### src/rtl/apb_ram_slave_pkg.sv
// Shared types and widths for the APB RAM completer.
//   APB_AW / APB_DW / APB_SW : address, data and strobe widths of the APB segment
//   apb_slv_state_e          : completer FSM states
//   apb_req_t                : request captured in the setup phase
//   strb_to_mask()           : expands byte strobes to a 32-bit bit mask
package apb_ram_slave_pkg;

    localparam int unsigned APB_AW = 32;
    localparam int unsigned APB_DW = 32;
    localparam int unsigned APB_SW = 4;

    typedef enum logic {APB_IDLE, APB_ACCESS} apb_slv_state_e;

    typedef struct packed {
        logic [APB_AW-1:0] addr;
        logic              write;
        logic [APB_DW-1:0] wdata;
        logic [APB_SW-1:0] strb;
    } apb_req_t;

    // Byte strobe k selects bits [8k+7:8k].
    function automatic logic [APB_DW-1:0] strb_to_mask(input logic [APB_SW-1:0] strb);
        logic [APB_DW-1:0] mask;
        mask = '0;
        for (int k = 0; k < int'(APB_SW); k++) begin
            mask[8*k +: 8] = {8{strb[k]}};
        end
        return mask;
    endfunction

endpackage

### src/rtl/apb_ram_bank.sv
// DEPTH x 32-bit flop array with asynchronous clear, per-byte write enables
// and a combinational read port.
//   clk, rst_n : clock, asynchronous active-low reset (clears every word)
//   waddr/wbe/wdata : write word index, byte enables, lane-positioned data
//   raddr/rdata     : combinational read port
module apb_ram_bank
    import apb_ram_slave_pkg::*;
#(
    parameter  int unsigned DEPTH = 64,
    localparam int unsigned IW    = $clog2(DEPTH)
) (
    input  logic              clk,
    input  logic              rst_n,
    input  logic [IW-1:0]     waddr,
    input  logic [APB_SW-1:0] wbe,
    input  logic [APB_DW-1:0] wdata,
    input  logic [IW-1:0]     raddr,
    output logic [APB_DW-1:0] rdata
);

    logic [APB_DW-1:0] mem [DEPTH];
    logic [APB_DW-1:0] wmask;

    assign wmask = strb_to_mask(wbe);

    // Byte-masked write; unselected lanes keep their old contents.
    always_ff @(posedge clk or negedge rst_n) begin
        if (!rst_n) begin
            for (int i = 0; i < int'(DEPTH); i++) begin
                mem[i] <= '0;
            end
        end else if (|wbe) begin
            mem[waddr] <= (mem[waddr] & ~wmask) | (wdata & wmask);
        end
    end

    assign rdata = mem[raddr];

endmodule

### src/rtl/apb_ram_slave.sv
// APB4 completer exposing a word-organised, byte-writable scratch RAM.
// Programmable wait states, PSTRB lanes, PSLVERR on out-of-window accesses.
//   PCLK, PRESETn           : clock, asynchronous active-low reset
//   PSEL, PENABLE, PADDR,
//   PWRITE, PWDATA, PSTRB   : APB4 request signals
//   PRDATA, PREADY, PSLVERR : APB4 response; derived from state and counter
module apb_ram_slave
    import apb_ram_slave_pkg::*;
#(
    parameter logic [APB_AW-1:0] BASE_ADDR   = 32'h1000_0000,
    parameter int unsigned       DEPTH       = 64,
    parameter int unsigned       WAIT_CYCLES = 0
) (
    input  logic              PCLK,
    input  logic              PRESETn,
    input  logic              PSEL,
    input  logic              PENABLE,
    input  logic [APB_AW-1:0] PADDR,
    input  logic              PWRITE,
    input  logic [APB_DW-1:0] PWDATA,
    input  logic [APB_SW-1:0] PSTRB,
    output logic [APB_DW-1:0] PRDATA,
    output logic              PREADY,
    output logic              PSLVERR
);

    localparam int unsigned IW  = $clog2(DEPTH);
    localparam int unsigned CW  = 4;
    localparam logic [APB_AW-1:0] WIN = APB_AW'(DEPTH * 4);

    apb_slv_state_e    state;
    logic [CW-1:0]     cnt;
    apb_req_t          req;

    logic [APB_AW-1:0] off;
    logic              hit;
    logic [IW-1:0]     idx;
    logic [APB_SW-1:0] wbe;
    logic [APB_DW-1:0] rdata;

    // Decode the latched address. A wrap below BASE_ADDR yields a huge
    // offset and therefore a miss; the low two address bits cannot move an
    // aligned window boundary, so comparing the full offset is exact.
    assign off = req.addr - BASE_ADDR;
    assign hit = off < WIN;
    assign idx = off[IW+1:2];

    assign PREADY  = (state == APB_ACCESS) && PSEL && PENABLE && (cnt == CW'(WAIT_CYCLES));
    assign PSLVERR = PREADY && !hit;
    assign PRDATA  = (PREADY && !req.write && hit) ? rdata : '0;

    // Writes commit only on the completing cycle of an in-window access.
    assign wbe = (PREADY && req.write && hit) ? req.strb : '0;

    // Request capture, wait counting and abort handling.
    always_ff @(posedge PCLK or negedge PRESETn) begin
        if (!PRESETn) begin
            state <= APB_IDLE;
            cnt   <= '0;
            req   <= '0;
        end else begin
            case (state)
                APB_IDLE: begin
                    if (PSEL && !PENABLE) begin
                        req   <= '{addr: PADDR, write: PWRITE, wdata: PWDATA, strb: PSTRB};
                        cnt   <= '0;
                        state <= APB_ACCESS;
                    end
                end
                APB_ACCESS: begin
                    if (!PSEL || PREADY) begin
                        cnt   <= '0;
                        state <= APB_IDLE;
                    end else if (PENABLE) begin
                        cnt <= cnt + CW'(1);
                    end
                end
                default: begin
                    cnt   <= '0;
                    state <= APB_IDLE;
                end
            endcase
        end
    end

    apb_ram_bank #(
        .DEPTH (DEPTH)
    ) u_bank (
        .clk   (PCLK),
        .rst_n (PRESETn),
        .waddr (idx),
        .wbe   (wbe),
        .wdata (req.wdata),
        .raddr (idx),
        .rdata (rdata)
    );

endmodule

### config.mk
export PLATFORM = sky130hd
export DESIGN_NAME = apb_ram_slave
export DESIGN_NICKNAME = d
export VERILOG_FILES = /design/src/rtl/apb_ram_slave_pkg.sv /design/src/rtl/apb_ram_bank.sv /design/src/rtl/apb_ram_slave.sv
export SDC_FILE = /design/constraint.sdc
export NUM_CORES = 2
export LEC_CHECK = 0
export CAP_MARGIN = 5
export CORE_MARGIN = 1.5
export CORE_UTILIZATION = 60
export CTS_CLUSTER_DIAMETER = 100
export CTS_CLUSTER_SIZE = 30
export DETAILED_ROUTE_END_ITERATION = 8
export HOLD_SLACK_MARGIN = 0.06
export PLACE_DENSITY_LB_ADDON = 0.08
export SETUP_SLACK_MARGIN = 0.3
export SLEW_MARGIN = 20
export SYNTH_ARGS = -nofsm -noshare
export SYNTH_HDL_FRONTEND = slang
export SYNTH_SLANG_ARGS = --single-unit
### constraint.sdc
create_clock -name PCLK -period 8.2 [get_ports PCLK]
set_input_delay 2.05 -clock PCLK [delete_from_list [all_inputs] [get_ports PCLK]]
set_output_delay 2.05 -clock PCLK [all_outputs]
set_load 0.02 [all_outputs]
After elaboration in Yosys (flattened, before gate mapping)

Index checks and enable logic that the tools add are counted.

Multiplexer cells: 15
Reductions and logical operators: 19
Magnitude comparators: 3
Equality and inequality tests: 2
Add/sub/neg operators: 2
Bitwise logic cells: 6

Operator list:

| cell                                                         | count |
|---|---|
| bitwise mux 2048 bit                                         | 1 |
| binary-select mux 32 bit (select 6 bit)                      | 1 |
| demux 32 bit (select 6 bit)                                  | 1 |
| 2-to-1 mux 32 bit                                            | 4 |
| AND 32 bit                                                   | 2 |
| less-than comparator 32 x 9 -> 1 bit (second input constant) | 1 |
| inverter 32 bit                                              | 1 |
| bitwise OR 32 bit                                            | 1 |
| subtractor 32 x 29 -> 32 bit (second input constant)         | 1 |
| 2-to-1 mux 4 bit                                             | 4 |
| logical AND 1 bit                                            | 10 |
| case mux 4 bit (2 select lines)                              | 1 |
| greater-or-equal comparator 7 bit (second input constant)    | 1 |
| less-than comparator 7 x 1 -> 1 bit (second input constant)  | 1 |
| inverter 6 -> 7 bit                                          | 1 |
| adder 4 x 1 -> 4 bit (second input constant)                 | 1 |
| logical NOT 1 bit                                            | 4 |
| logical NOT 4 bit                                            | 1 |
| AND reduction 2 bit                                          | 2 |
| OR reduction 4 bit                                           | 1 |
| inequality test 3 x 2 -> 1 bit (second input constant)       | 1 |
| 2-to-1 mux 1 bit                                             | 2 |
| inequality test 2 bit (second input constant)                | 1 |
| case mux 1 bit (2 select lines)                              | 1 |
| 2 further kinds                                              | 2 |

Input bits: 73
Output and inout port bits: 34
Register bits: 2,122

Depth between registers and ports, before layout

Word-level depth: 10
Depth in mapped cells: 16

Hierarchy

Synthesis repeated with hierarchy kept, for this count alone.

Cells, all modules: 9,735
Area, all modules: 109,178.5 µm²

Modules (own cells, without submodules):

| module        | area an instance (µm²) | times used | cells each | sequential area each (µm²) |
|---|---|---|---|---|
| apb_ram_bank  | 105,463.6              | 1          | 9,468      | 51,249.2 |
| apb_ram_slave | 3,714.8                | 1          | 267        | 1,801.7 |

Worst setup path after synthesis

OpenSTA, ideal clock, no wires.

Kind: in2out
Start: input port PENABLE
End: output port PRDATA[10]
Arrival: 3.885 ns
Stages: 8
Data required time: 6.150 ns
Slack: 2.265 ns
Cells stage by stage: buf_2 > nand3_1 > or4b_1 > buf_2 > nor3_1 > nand2_1 > clkbuf_1 > a31oi_1

Word-level cells in the longest chain between the ends: 5

RTL lines:

| what                           | line                | source |
|---|---|---|
| start: declaration             | apb_ram_slave.sv:17 | `input logic PENABLE,` |
| logical AND 1 bit (2 in a row) | apb_ram_slave.sv:48 | `assign PREADY = (state == APB_ACCESS) && PSEL && PENABLE && (cnt == CW'(WAIT_CYCLES));` |
| logical AND 1 bit (2 in a row) | apb_ram_slave.sv:50 | `assign PRDATA = (PREADY && !req.write && hit) ? rdata : '0;` |
| 2-to-1 mux 32 bit              | apb_ram_slave.sv:50 |  |
| end: declaration               | apb_ram_slave.sv:22 | `output logic [APB_DW-1:0] PRDATA,` |

No other way between the ends.

Worst setup path after layout

Start: register req[39] (netlist name)
End: output port PRDATA[7]

Word-level cells in the longest chain between the ends: 6

RTL lines:

| what                                                                                         | line                | source |
|---|---|---|
| start: declaration                                                                           | apb_ram_slave.sv:33 | `apb_req_t req;` |
| start signal: assignment                                                                     | apb_ram_slave.sv:65 | `req <= '{addr: PADDR, write: PWRITE, wdata: PWDATA, strb: PSTRB};` |
| subtractor 32 x 29 -> 32 bit (*)                                                             | apb_ram_slave.sv:44 | `assign off = req.addr - BASE_ADDR;` |
| parallel branches: the longest is 4 deep, another holds less-than comparator 32 x 9 -> 1 bit | n/a                 |  |
| 2-to-1 mux 32 bit (*)                                                                        | apb_ram_slave.sv:50 |  |

Mark *: on every way between the ends. The select of a mux whose other input is x is not followed.

==> flow_results.org <==
** Yosys
- Of all cell types, the one taking the most synthesized area is sky130_fd_sc_hd__dfrtp_1.
- Cell area after synthesis :: 94190 um2
- Number of nets in the synthesized netlist :: around 9300
- The synthesized design contains 0 enable-type register cells.
- Sequential elements use 56.32% of the synthesized area.
- A synthesized cell averages about 10 um2.
- Yosys top cell area share :: 56.32%
- Most repeated cell in the gate-level netlist after synthesis :: sky130_fd_sc_hd__dfrtp_1
- Warning count from the yosys run :: 0
- For this run, asynchronously set or reset flops after synthesis account for 100.0%.
- In the post-synthesis netlist, the biggest area contributors are sky130_fd_sc_hd__dfrtp_1 (56%), sky130_fd_sc_hd__o21ai_0 (9.3%), sky130_fd_sc_hd__nand2_1 (7.6%).
- Unique cell type count in the Yosys netlist :: 92
- Synth Instances :: 9219
- #FFs+latches synth :: 2120
- Most frequently used flop master after synthesis :: sky130_fd_sc_hd__dfrtp_1
- Commonest cells post-synth :: sky130_fd_sc_hd__dfrtp_1 (2120), sky130_fd_sc_hd__nand2_1 (1913), sky130_fd_sc_hd__o21ai_0 (1745)

** Global routing
- Entering global routing, the biggest net connects between 150 and 200 pins.
- Overall Global Routing Usage :: 42.89%
- The initial antenna violation count came to 13.
- Summed over all layers, the global routing overflow is 0.
- Number of global-route vias before repair :: 70380
- The first global-routing pass estimated 493900 um of wire.

** Routing
- The first detailed-routing pass ran for 9 iterations.
- After the first detailed-routing iteration, the DRC count stood at ~11000.
- After detailed routing, the number of remaining DRC violations is 0.
- Summed over all layers, the routed wires come to 342500 um.
- After detailed routing, the number of vias per cell comes to 6.929.
- Drt wl/cell :: 31.72 um
- Overall via count from detail_route :: 74810
- Post-route ant nets :: 0

** Worst setup path
- Worst flop-to-flop path startpoint :: req[39]
- Kind of start point of the critical path :: flop
- STA puts the critical path data required time at slightly above 6 ns.
- Arrival time at the worst endpoint :: 5.73 ns
- The endpoint identified for the worst register-to-register timing path is u_bank.mem[1478].
- FF-to-FF path depth :: 9
- Setup slack on the worst reg-to-reg path comes out at 2.59 ns.
- Of all nets on the critical path, the largest fanout is 49.
- Category of the most critical setup path :: reg2out
- Type of element capturing the critical path :: output pin

** Timing
- The hold violation total from the final report came to 0.
- Number of setup violations in the final report :: 0
- For the pin with the worst max-slew slack, the measured transition is between 1 and 1.5 ns.
- The routed design could run at a clock period as short as 7.784 ns.
- Worst setup skew after layout :: 0.03772 ns
- Post-route clock period utilization :: 94.92%
- RSZ-0062 raised after global routing :: no
- The number of slew-limit violations in the final report is 0.
- Headroom to the max-slew limit :: 17.36%
- Setup slack on the critical path of the routed design comes to 0.4162 ns.
- Highest clock rate :: 0.1285 GHz
- Setup TNS :: 0 ns

** Run status
- The run finished with clean final reports.

** Floorplan
- In this run the standard cell core region covers 156000 um2.
- The die is between 300 and 400 um wide.
- DIE HEIGHT :: 399.2 um
- The initialized floorplan defines roughly 150 standard-cell rows.
- Once the floorplan was initialized, standard cells occupied between 60% and 70% of the core.
- Boundary Pins :: 107
- The floorplan step defined a die boundary enclosing 159400 um2.

** Finish
- After filler insertion, the fill cell instance count of the layout stands at 12720.
- Layout cell share with drive strength beyond 1 :: 11.36%
- Area growth, synth to finish :: 5.206%
- After the last flow step, the layout net total stands at roughly 9000.
- Area of all placed cells without fillers :: 99100 um2

** Placement
- Final Wtd Congestion :: roughly 0.90
- During placement, the flow inserted port buffers numbering 104.
- Placement-stage cell area :: 96820 um2
- After legalization and detailed placement, the total HPWL measured approximately 200000 um.
- Prior to clock tree synthesis, the placed netlist has a worst setup slack of 0.6111 ns.

** Clocking
- Clock tree from TritonCTS :: yes
- Clock tree synthesis selected as its root buffer the cell sky130_fd_sc_hd__clkbuf_16.
- TritonCTS buffer count :: 81
- Insertion delay to the later sink of the worst-skew pair :: 0.78 ns
- Total number of clock tree sinks :: 2120
- In this run the number of H-tree levels came out at 3.
- Number of buffers inserted by hold repair at cts :: 0
- The number of gates resized after CTS was 0.
- No sink is reached through more buffers than the 3 on the longest clock path.
- The number of setup buffers added after CTS is 0.
- Clock-pin slew was measured on the worst setup and hold paths at 0.12 ns.

** Worst hold path
- The tightest min-delay check is of the reg2reg type.
- The startpoint identified for the worst hold timing path is u_bank.mem[971].
- The path with the worst hold slack has its endpoint at u_bank.mem[971].
- Along the worst hold path, the cell count comes to 2.

** Power
- Power per Cell Area :: 205.9 nW/um2
- P_leak :: around 44 nW
- VDD IR-drop max :: 198.2 uV

** Job
- Count of maximum capacitance violations :: 0
## state kept, by name, summed over array words and instances (netlist names)
signal	flops
cnt	4
u_bank.mem	2048
req	67
state	1
## critical path, stage by stage (launching register included)
cell	delay (ns)
sky130_fd_sc_hd__dfrtp_4	1.10
sky130_fd_sc_hd__buf_4	0.77
sky130_fd_sc_hd__nand2_1	0.18
sky130_fd_sc_hd__nor2_2	0.92
sky130_fd_sc_hd__a222oi_1	0.24
sky130_fd_sc_hd__nor2_1	0.42
sky130_fd_sc_hd__a21oi_1	0.12
sky130_fd_sc_hd__a31oi_1	0.44
sky130_fd_sc_hd__clkdlybuf4s50_1	0.72
## per-stage QoR
stage / utilization [%] / power (mW) / cells / hold WS (ns)
final: 63.51 / 20.41 / 10800 / 0.4854
after global routing: 63.50 / 20.82 / 10790 / 0.5062
after floorplan: - / 13.14 / 9219 / 0.4369
after detailed placement: 62.06 / 15.19 / 10700 / 0.4636
after CTS: 63.45 / 20.21 / 10790 / 0.4890
after global placement: 62.03 / 15.17 / 10700 / 0.4532
## cells by family (layout without fill, tap and decap cells)
kind of cell,count (synthesis),in the layout,synth area share (%)
adders and majority gates,2,2,0.02656
buffers and inverters,969,481,4.559
and+or+nand+nor,2505,2505,10.85
muxes,637,637,8.634
DFF,2120,2120,56.32
other,0,7,0
AOI/OAI and AO/OA,2986,2986,19.61
## power breakdown
| part | switching (mW) | total, mW | internal [mW] | leakage, nW |
|---|---|---|---|---|
| combinational | 3.55 | 4.53 | 0.983 | 13.3 |
| clock | 3.31 | 5.20 | 1.89 | 1.07 |
| sequential | 0.150 | 10.7 | 10.5 | 29.5 |
| total | 7.01 | 20.4 | 13.4 | 43.8 |
## routing by layer
metal | wire length [um] | global-route usage, %
met5 | 66 | 0
met4 | 23040 | 23.82
met3 | 41660 | 12.05
met2 | 147600 | 62.78
met1 | 130100 | 57.91
## cells in the final DEF (no fill, tap or decap), types with 37 or more instances in the layout
master,instances
sky130_fd_sc_hd__dfrtp_1,2117
sky130_fd_sc_hd__nand2_1,1842
sky130_fd_sc_hd__o21ai_0,1745
sky130_fd_sc_hd__mux2_2,354
sky130_fd_sc_hd__nor2_1,315
sky130_fd_sc_hd__a22oi_1,240
sky130_fd_sc_hd__buf_4,237
sky130_fd_sc_hd__a22o_1,226
sky130_fd_sc_hd__a221oi_1,215
sky130_fd_sc_hd__mux2i_1,176
sky130_fd_sc_hd__mux4_2,105
sky130_fd_sc_hd__a21oi_1,103
sky130_fd_sc_hd__clkdlybuf4s50_1,98
sky130_fd_sc_hd__clkbuf_16,83
sky130_fd_sc_hd__o21ai_1,68
sky130_fd_sc_hd__o22ai_1,63
sky130_fd_sc_hd__a31oi_1,53
sky130_fd_sc_hd__o221ai_1,43
sky130_fd_sc_hd__a221o_1,41
sky130_fd_sc_hd__nor4_1,39
sky130_fd_sc_hd__nor3_1,37
sky130_fd_sc_hd__nand2_4,37
## area by class of cell
type / instances / area (um2) / area share [%]
flip-flops and latches: 2120 / 53060 / 53.55
multi-input cells: 6130 / 37620 / 37.96
repair buffers: 375 / 3575 / 3.607
well taps: 2058 / 2575 / 2.598
clock buffers: 84 / 2081 / 2.100
clock inverters: 6 / 96.34 / 0.09722
inverters: 16 / 72.57 / 0.07323
diodes: 7 / 17.52 / 0.01768
## worst max-delay path by stage
| stage | startpoint | end | slack (ns) | cells past startpoint |
|---|---|---|---|---|
| after floorplan | PENABLE | PRDATA[10] | 2.27 | 8 |
| after global placement | PENABLE | PRDATA[31] | 0.68 | 9 |
| after detailed placement | PENABLE | PRDATA[31] | 0.61 | 9 |
| after CTS | req[41] | PRDATA[11] | 0.46 | 9 |
| after global routing | PENABLE | PRDATA[31] | 0.44 | 9 |
| final | req[39] | PRDATA[7] | 0.42 | 8 |
(Power assumes the default switching activity.)
